`config.mk`:
```
export PLATFORM = sky130hd
export DESIGN_NAME = kws_requant_pack
export DESIGN_NICKNAME = d
export VERILOG_FILES = /design/src/rtl/kws_requant_pkg.sv /design/src/rtl/kws_round_shift.sv /design/src/rtl/kws_requant_pack.sv
export SDC_FILE = /design/constraint.sdc
export NUM_CORES = 2
export LEC_CHECK = 0
export ABC_AREA = 1
export BUFFER_PORTS_ARGS = -buffer_cell sky130_fd_sc_hd__buf_2
export CAP_MARGIN = 20
export CORE_ASPECT_RATIO = 1.5
export CORE_UTILIZATION = 50
export CTS_CLUSTER_DIAMETER = 80
export DETAILED_ROUTE_END_ITERATION = 10
export PLACE_DENSITY = 0.66
export SYNTH_ARGS = -nofsm -noshare
export SYNTH_HDL_FRONTEND = slang
export SYNTH_SLANG_ARGS = --single-unit
```
`constraint.sdc`:
```
create_clock -name clk -period 20.4 [get_ports clk]
set_clock_uncertainty 0.15 [all_clocks]
set_input_delay 4.08 -clock clk [delete_from_list [all_inputs] [get_ports clk]]
set_output_delay 4.08 -clock clk [all_outputs]
set_load 0.01 [all_outputs]
```
`src/rtl/kws_requant_pkg.sv`:
```
// Shared widths, int8 bounds, reset-time requantization config and config structs
// for the keyword-spotting requantize-and-pack block.
package kws_requant_pkg;

  localparam int ACC_W   = 32;
  localparam int LANES   = 4;
  localparam int OUT_W   = 32;
  localparam int LANE_W  = 8;
  localparam int CNT_W   = 2;
  localparam int SHIFT_W = 5;

  localparam logic signed [LANE_W-1:0] INT8_MIN = 8'sh80;
  localparam logic signed [LANE_W-1:0] INT8_MAX = 8'sh7F;

  localparam logic [ACC_W-1:0] ACC_MIN_BITS = 32'h8000_0000;

  localparam logic signed [ACC_W-1:0]   RST_MULT    = 32'sh4000_0000;
  localparam logic [SHIFT_W-1:0]        RST_SHIFT   = 5'd0;
  localparam logic signed [ACC_W-1:0]   RST_OFFSET  = 32'sd0;
  localparam logic signed [LANE_W-1:0]  RST_ACT_MIN = INT8_MIN;
  localparam logic signed [LANE_W-1:0]  RST_ACT_MAX = INT8_MAX;

  // Offset and clamp bounds travel with each item to stage 3.
  typedef struct packed {
    logic signed [ACC_W-1:0]  offset;
    logic signed [LANE_W-1:0] act_min;
    logic signed [LANE_W-1:0] act_max;
  } clamp_cfg_t;

  typedef struct packed {
    logic signed [ACC_W-1:0] mult;
    logic [SHIFT_W-1:0]      shift;
    clamp_cfg_t              clamp;
  } requant_cfg_t;

  localparam requant_cfg_t RST_CFG = '{
    mult:  RST_MULT,
    shift: RST_SHIFT,
    clamp: '{offset: RST_OFFSET, act_min: RST_ACT_MIN, act_max: RST_ACT_MAX}
  };

endpackage

```
`src/rtl/kws_round_shift.sv`:
```
// Rounding arithmetic right shift: divides by 2^shift, rounding halves away from zero.
module kws_round_shift
  import kws_requant_pkg::*;
(
  input  logic signed [ACC_W-1:0] s_i,
  input  logic [SHIFT_W-1:0]      shift_i,
  output logic signed [ACC_W-1:0] r_o
);

  logic [ACC_W-1:0]        mask;
  logic [ACC_W-1:0]        rem;
  logic [ACC_W-1:0]        thr;
  logic signed [ACC_W-1:0] floored;
  logic                    round_up;

  assign mask     = (ACC_W'(1) << shift_i) - ACC_W'(1);
  assign rem      = s_i & mask;
  // Negative values need a strictly larger remainder so ties round away from zero.
  assign thr      = (mask >> 1) + ACC_W'(s_i[ACC_W-1]);
  assign floored  = s_i >>> shift_i;
  assign round_up = rem > thr;
  assign r_o      = floored + ACC_W'(round_up);

endmodule

```
`src/rtl/kws_requant_pack.sv`:
```
// Three-stage int32 -> int8 requantizer followed by a 4-lane byte packer with
// ready/valid on both sides; one global advance enable stalls everything together.
module kws_requant_pack
  import kws_requant_pkg::*;
(
  input  logic                 clk,
  input  logic                 reset,
  input  logic                 in_valid,
  output logic                 in_ready,
  input  logic [ACC_W-1:0]     in_acc,
  input  logic                 in_last,
  input  logic                 cfg_valid,
  output logic                 cfg_ready,
  input  logic [ACC_W-1:0]     cfg_mult,
  input  logic [SHIFT_W-1:0]   cfg_shift,
  input  logic [ACC_W-1:0]     cfg_offset,
  input  logic [LANE_W-1:0]    cfg_act_min,
  input  logic [LANE_W-1:0]    cfg_act_max,
  output logic                 out_valid,
  input  logic                 out_ready,
  output logic [OUT_W-1:0]     out_data,
  output logic [LANES-1:0]     out_keep
);

  localparam logic signed [63:0] NUDGE_POS  = 64'sh0000_0000_4000_0000;
  localparam logic signed [63:0] NUDGE_NEG  = 64'shFFFF_FFFF_C000_0001;
  localparam logic signed [63:0] TRUNC_BIAS = 64'sh0000_0000_7FFF_FFFF;

  logic         advance;
  requant_cfg_t cfg_q, cfg_in;

  logic                    s1_valid_q, s1_last_q, s1_sat_q, s1_sat_d;
  logic signed [63:0]      s1_prod_q, s1_prod_d;
  logic [SHIFT_W-1:0]      s1_shift_q;
  clamp_cfg_t              s1_clamp_q;

  logic                    s2_valid_q, s2_last_q;
  logic signed [ACC_W-1:0] s2_r_q, s2_r_d;
  clamp_cfg_t              s2_clamp_q;

  logic                    s3_valid_q, s3_last_q;
  logic [LANE_W-1:0]       s3_v_q, s3_v_d;

  logic [CNT_W-1:0]              cnt_q, cnt_d;
  logic [LANES-1:0][LANE_W-1:0]  lanes_q, lanes_d, lanes_w;
  logic [LANES-1:0]              keep_acc_q, keep_acc_d, keep_w, lane_hit;
  logic                          out_valid_q, out_valid_d;
  logic [OUT_W-1:0]              out_data_q, out_data_d;
  logic [LANES-1:0]              out_keep_q, out_keep_d;

  assign advance   = ~out_valid_q | out_ready;
  assign in_ready  = advance;
  assign cfg_ready = ~(s1_valid_q | s2_valid_q | s3_valid_q | out_valid_q) & (cnt_q == '0);

  assign cfg_in = '{
    mult:  cfg_mult,
    shift: cfg_shift,
    clamp: '{offset: cfg_offset, act_min: cfg_act_min, act_max: cfg_act_max}
  };

  // Stage 1: full-precision product plus the one input pair whose product overflows Q31.
  logic signed [63:0] acc64, mult64;
  assign acc64     = {{32{in_acc[ACC_W-1]}}, in_acc};
  assign mult64    = {{32{cfg_q.mult[ACC_W-1]}}, cfg_q.mult};
  assign s1_prod_d = acc64 * mult64;
  assign s1_sat_d  = (in_acc == ACC_MIN_BITS) && (cfg_q.mult == ACC_MIN_BITS);

  // Stage 2: round-to-nearest Q31 high multiply, then the rounding shift.
  logic signed [63:0]      nudged, trunc_adj;
  logic signed [ACC_W-1:0] s_val;
  logic                    unused_trunc_bits;
  assign nudged    = s1_prod_q + (s1_prod_q[63] ? NUDGE_NEG : NUDGE_POS);
  assign trunc_adj = nudged + (nudged[63] ? TRUNC_BIAS : 64'sd0);
  assign s_val     = s1_sat_q ? 32'sh7FFF_FFFF : trunc_adj[62:31];
  assign unused_trunc_bits = ^{trunc_adj[63], trunc_adj[30:0]};

  kws_round_shift u_round_shift (
    .s_i     (s_val),
    .shift_i (s1_shift_q),
    .r_o     (s2_r_d)
  );

  // Stage 3: widened offset add, so the clamp sees the true sum.
  logic signed [ACC_W:0] sum, lo, hi;
  assign sum = {s2_r_q[ACC_W-1], s2_r_q} + {s2_clamp_q.offset[ACC_W-1], s2_clamp_q.offset};
  assign lo  = {{(ACC_W+1-LANE_W){s2_clamp_q.act_min[LANE_W-1]}}, s2_clamp_q.act_min};
  assign hi  = {{(ACC_W+1-LANE_W){s2_clamp_q.act_max[LANE_W-1]}}, s2_clamp_q.act_max};
  assign s3_v_d = (sum < lo) ? lo[LANE_W-1:0] :
                  (sum > hi) ? hi[LANE_W-1:0] : sum[LANE_W-1:0];

  genvar gi;
  for (gi = 0; gi < LANES; gi++) begin : g_lane
    assign lane_hit[gi] = s3_valid_q && (cnt_q == CNT_W'(gi));
    assign lanes_w[gi]  = lane_hit[gi] ? s3_v_q : lanes_q[gi];
  end
  assign keep_w = keep_acc_q | lane_hit;

  always_comb begin
    cnt_d       = cnt_q;
    lanes_d     = lanes_q;
    keep_acc_d  = keep_acc_q;
    out_valid_d = out_valid_q;
    out_data_d  = out_data_q;
    out_keep_d  = out_keep_q;
    if (advance) begin
      out_valid_d = 1'b0;
      if (s3_valid_q) begin
        if (cnt_q == CNT_W'(LANES-1) || s3_last_q) begin
          out_valid_d = 1'b1;
          out_data_d  = lanes_w;
          out_keep_d  = keep_w;
          cnt_d       = '0;
          lanes_d     = '0;
          keep_acc_d  = '0;
        end else begin
          cnt_d      = cnt_q + CNT_W'(1);
          lanes_d    = lanes_w;
          keep_acc_d = keep_w;
        end
      end
    end
  end

  always_ff @(posedge clk) begin
    if (reset) begin
      cfg_q <= RST_CFG;
    end else if (cfg_valid && cfg_ready) begin
      cfg_q <= cfg_in;
    end
  end

  always_ff @(posedge clk) begin
    if (reset) begin
      s1_valid_q  <= 1'b0;
      s1_last_q   <= 1'b0;
      s1_sat_q    <= 1'b0;
      s1_prod_q   <= '0;
      s1_shift_q  <= '0;
      s1_clamp_q  <= '0;
      s2_valid_q  <= 1'b0;
      s2_last_q   <= 1'b0;
      s2_r_q      <= '0;
      s2_clamp_q  <= '0;
      s3_valid_q  <= 1'b0;
      s3_last_q   <= 1'b0;
      s3_v_q      <= '0;
      cnt_q       <= '0;
      lanes_q     <= '0;
      keep_acc_q  <= '0;
      out_valid_q <= 1'b0;
      out_data_q  <= '0;
      out_keep_q  <= '0;
    end else if (advance) begin
      s1_valid_q  <= in_valid;
      s1_last_q   <= in_last;
      s1_sat_q    <= s1_sat_d;
      s1_prod_q   <= s1_prod_d;
      s1_shift_q  <= cfg_q.shift;
      s1_clamp_q  <= cfg_q.clamp;
      s2_valid_q  <= s1_valid_q;
      s2_last_q   <= s1_last_q;
      s2_r_q      <= s2_r_d;
      s2_clamp_q  <= s1_clamp_q;
      s3_valid_q  <= s2_valid_q;
      s3_last_q   <= s2_last_q;
      s3_v_q      <= s3_v_d;
      cnt_q       <= cnt_d;
      lanes_q     <= lanes_d;
      keep_acc_q  <= keep_acc_d;
      out_valid_q <= out_valid_d;
      out_data_q  <= out_data_d;
      out_keep_q  <= out_keep_d;
    end
  end

  assign out_valid = out_valid_q;
  assign out_data  = out_data_q;
  assign out_keep  = out_keep_q;

endmodule
```
Word-level counts from Yosys, hierarchy flattened
Index checks and enable logic that the tools add are counted.
Word-level totals
  bits in registers: 372
  input port bits: 123
  output and inout port bits: 39
  word-level logic and storage cells: 82
Cells by class
  add/sub/neg operators: 7
  multipliers: 1
  magnitude comparators: 3
  eq/ne operators: 5
  shift-type cells: 2
  multiplexer cells: 14
  bitwise gates (word level): 9
  reductions and logical operators: 10
Operator list (number)
  64-bit adder: 1
  32-bit equality test (second input constant): 2
  32-bit by 32-bit multiplier with 64-bit output: 1
  32-bit 2-to-1 mux: 2
  64-bit 2-to-1 mux: 1
  63-bit by 32-bit adder with 63-bit output: 1
  8-bit 2-to-1 mux: 6
  32-bit by 32-bit adder with 33-bit output: 1
  33-bit by 8-bit greater-than comparator with 1-bit output: 1
  33-bit by 8-bit < comparator with 1-bit output: 1
  31-bit by 1-bit adder with 32-bit output: 1
  32-bit by 1-bit adder with 32-bit output: 1
  32-bit AND: 1
  32-bit greater-than comparator: 1
  1-bit by 5-bit left shift with 32-bit output (first input constant): 1
  32-bit by 5-bit >>> shifter with 32-bit output: 1
  32-bit by 2-bit subtractor with 32-bit output (second input constant): 1
  31-bit 2-to-1 mux: 1
  1-bit logical AND: 6
  2-bit equality test (second input constant): 2
  4-bit 2-to-1 mux: 1
  1-bit OR: 4
  4-bit OR: 1
  3-bit AND reduction: 1
  9 further kinds: 11

Longest topological paths before layout
  depth after elaboration: 8
  mapped depth: 61
  depth with buffers taken out: 61

Cells and area by module
A second synthesis with hierarchy kept.
Unflattened totals
  cell total of the unflattened synthesis: 9340
  area, all modules: 66653.9 um^2
Modules (own cells, without submodules)
  kws_requant_pack: times used 1, cells an instance 8305, area each 61301.3 um^2, sequential area each 7447.1 um^2
  kws_round_shift: times used 1, cells an instance 1035, area each 5352.6 um^2, sequential area each 0.0 um^2

Worst setup path after synthesis
No wires, ideal clock.
  path kind: in2reg
  start: input in_acc[15]
  end: register s1_prod_q[57]
  setup time: 0.114 ns
  arrival time: 11.236 ns
  required time: 20.136 ns
  slack: 8.900 ns
  stages on the path: 33
  path buffers: 2
  path through: clkbuf_1 > clkbuf_1 > nand2_1 > fa_1 > inv_1 > fa_1 > fa_1 > fa_1 > inv_1 > fa_1 > inv_1 > fa_1 > fa_1 > inv_1 > fa_1 > inv_1 > ha_1 > a21oi_1 > o21a_1 > inv_1 > a21oi_1 > inv_1 > a21oi_1 > inv_1 > a21boi_0 > o21ai_0 > a21boi_0 > o21ai_0 > a31oi_1 > o21ai_0 > xor2_1 > o21bai_1 > inv_1
On the way
  longest elaborated chain between the ends: 1
RTL lines
  from (decl): RTL line kws_requant_pack.sv:10  | input logic [ACC_W-1:0] in_acc,
  32-bit by 32-bit multiplier with 64-bit output: RTL line kws_requant_pack.sv:65  | assign s1_prod_d = acc64 * mult64;
  to (signal assigned): RTL line kws_requant_pack.sv:157  | s1_prod_q <= s1_prod_d;
  to (decl): RTL line kws_requant_pack.sv:33  | logic signed [63:0] s1_prod_q, s1_prod_d;
No other way between the ends.
A chain may end at the register's enable or synchronous reset.

Worst setup path in the final report
  start: input in_acc[7]
  end: register s1_prod_q[61]
The elaborated chain is that of the path after synthesis.

==> flow_summary.yaml <==
critical_path:
  worst-endpoint-required_ns: 20.78
  critical_path.slowest_cell: "buf_2"
  timing.critical_path.max_delay_family: "adder cells"
  worst-endpoint-arrival_ns: 12.64
  worstPathBufferInverterCount: 8
  cell_repeated_most_along_the_worst_path: "inv_1"
  critical_path.max_fanout: 32
  end_kind: "flop"
  reg2regPathDepth: 59
  critical-path-max-stage-delay_ns: 0.64
  critical_path_class: "input pin to flop"
  startpoint_type: "input pin"
  timing.critical_path.depth: 34
clock_tree:
  postCtsResizedCells: 0
  clk_root_buffer_cell: "clkbuf_16"
  cts.path.max_buffers: 3
  clkLatencyLatePin_ns: 0.65
  cts_hold_repair.buffers: 0
  tritoncts: "built"
  cts_made_buffers: 44
  cts_sinks: 372
  postCtsSetupRepairBufs: 0
  cts.clk_slew.worst_paths_ns: 0.06
  cts-htree-levels: 2
synth:
  yosys.area.top_type: "fa_1"
  muxShareOfSynthArea_pct: 0
  synth_top_cells_by_area: "fa_1 (33%), nand2_1 (12%), dfxtp_1 (11%)"
  post_synth_xor_area_fraction_pct: 2.39
  synthesized_flop_and_latch_total: 372
  synth_area_sq_um: 65400
  synthMostInstantiatedCell: "nand2_1"
  synth_simple_gate_area_share_pct: 23.4
  yosys.cell_types.count: 67
  postSynth.asyncResetShare_pct: 0
  gate_count_post_synth: 8993
  synth_top_area_share_pct: 33.1
  synthTopCellsByCount: "nand2_1 (2115), inv_1 (1906), fa_1 (1083)"
  yosys.area_share.adder_pct: 40.5
  synth_edf_count: 0
  synth-compound-area-share_pct: 8.50
  synth_top_family_by_area: "adder cells"
  synth_top_flop_cell: "dfxtp_1"
  synth-seq-area-share_pct: 11.4
  synth.yosys.warnings: 0
  synth.net_count: 10600
  syn_area_per_cell_sq_um: 7.28
min_path:
  holdPathStages: 2
  min-delay-path-class: "flop to flop"
global_routing:
  globalRoute.totalOverflow: 0
  grt_antenna_before_repair: 3
  first_global_vias: 59900
  grt_start_max_net_pins: 201
  globalRouteTotalUtil_pct: 31.4
  grt_first_pass_wirelength_um: 324000
place:
  dp_hpwl_um: 164000
  gp_congestion: 0.999
  placement.io_buffers: 161
drt:
  drtPass1Iterations: 8
  detail-route-antenna-nets: 0
  post_drt_via_cell_ratio: 5.39
  routed_wire_length_per_instance_um: 19.4
  drc: 0
  via_count: 57300
  routed_wirelength_um: 206000
  drt_iter0_markers: 3605
floorplanning:
  placement_rows: 162
  initial_core_util_pct: 50.4
  die_h_um: 445
  area_of_the_core_sq_um: 130000
  die-area_sq_um: 132000
  chipWidth_um: 297
  ios: 162
sta:
  setup_viol: 0
  slew_violations: 0
  hold_violations: 0
  clock.fmax_mhz: 81.6
  worst_margin_pin_slew_ns: 1.12
  final.setup.tns_ns: 0
  shortest_clock_period_the_worst_path_allows_after_layout_ns: 12.26
  timing.final.crit_share_pct: 60.1
  grt_setup_unrepaired: "no"
  slew-limit-headroom_pct: 25.1
final_layout:
  multi_input_comb_area_sq_um: 49000
  filler_cell_count: 12700
  layout_net_count: 10500
  seqCellArea_sq_um: 7450
  post_route_cells_drive_above_1_share_pct: 6.56
  area_growth_syn_to_layout_pct: 5.61
job:
  maxCapViolCount: 0
status:
  run_status: "complete, no violations"
==> cell type report <==
type,instances,share of cell area (%)
clock inverters,26,0.581
inverters,1959,10.7
diodes,2,0.00724
repair buffers,247,2.18
flip-flops and latches,372,10.8
well taps,1722,3.12
multi-input cells,6240,70.9
clock buffers,56,1.76
==> per-stage QoR <==
stage	hold slack (ns)	util [%]	std cells	instance area [sq um]	setup WS, ns
floorplan	0.287	-	8993	65400	8.90
global placement	0.296	51.9	10500	67400	7.63
detailed placement	0.301	51.9	10500	67500	7.61
CTS	0.310	53.2	10600	69100	8.28
global route	0.326	53.2	10600	69100	7.53
finish	0.307	53.2	10600	69100	8.14
==> sequential cells by signal, indices dropped and copies added, names as in the netlist, 2 cells and up <==
register and count:
cnt_q 2, s3_v_q 8, lo 8, keep_acc_q 4, out_data 32, out_keep 4, s1_prod_q 64, s1_clamp_q 48
s2_r_q 32, s1_shift_q 5, s2_clamp_q 32, lanes_q 32, hi 8, cfg_q 85
==> metal layers <==
layer / part of all wire (%) / global-route usage, % / vias to the layer above / wire length [um]
met2: 51 / 57.6 / 2046 / 105000
met4: 8.2 / 21.8 / 0 / 16900
met5: 0 / 0 / - / 0
met3: 5.7 / 4.06 / 783 / 11800
met1: 35 / 33.4 / 27600 / 72500
li1: - / - / 26800 / -
==> placed cells by master, fill, tap and decap left out, drive strengths merged, types with 9 or more instances in the layout <==
| master | Yosys | routed |
|---|---|---|
| nor2 | 785 | 785 |
| o211ai | 13 | 13 |
| clkinv | 10 | 22 |
| fa | 1083 | 1083 |
| inv | 1949 | 1957 |
| dfxtp | 372 | 372 |
| or2 | 26 | 26 |
| xnor2 | 70 | 70 |
| a22oi | 32 | 32 |
| buf | 57 | 247 |
| nand4 | 83 | 83 |
| nor3 | 57 | 57 |
| nor4 | 18 | 18 |
| clkbuf | 365 | 56 |
| o21ai | 416 | 416 |
| o21a | 21 | 21 |
| nand3b | 13 | 13 |
| xor2 | 106 | 106 |
| nand2 | 2178 | 2178 |
| o21bai | 71 | 71 |
| o221ai | 18 | 18 |
| a21boi | 9 | 9 |
| nand3 | 435 | 435 |
| a221oi | 11 | 11 |
| ha | 386 | 386 |
| a31oi | 41 | 41 |
| a21oi | 331 | 331 |
==> final timing paths <==
| path | from | endpoint | slack (ns) |
|---|---|---|---|
| max | in_acc[7] | s1_prod_q[61] | 8.14 |
| min | out_keep[2] | out_keep[2] | 0.31 |
| max reg2reg | s1_prod_q[63] | s2_r_q[30] | 9.36 |
| min reg2reg | out_keep[2] | out_keep[2] | 0.31 |
==> worst register-to-register path: cells and delay by family (launching register included) <==
family,cells,cell delay (ns)
buf+inv,8,1.20
flops,1,0.29
fa+ha+maj,7,2.13
compound gates,6,1.50
simple gates,37,5.45
xor+xnor,1,0.17
==> logic make-up (layout without fill, tap and decap cells) <==
kind of cell,Yosys count,in the layout
AND/OR/NAND/NOR,3605,3605
buffers and inverters,2381,2288
adder cells (fa/ha/maj),1469,1469
AO/OA/AOI/OAI,988,988
flip-flops,372,372
XOR/XNOR,176,176
other,2,4
Power is not shown: default switching activity piles up to over one toggle a cycle in this logic, so the estimate is an artifact.
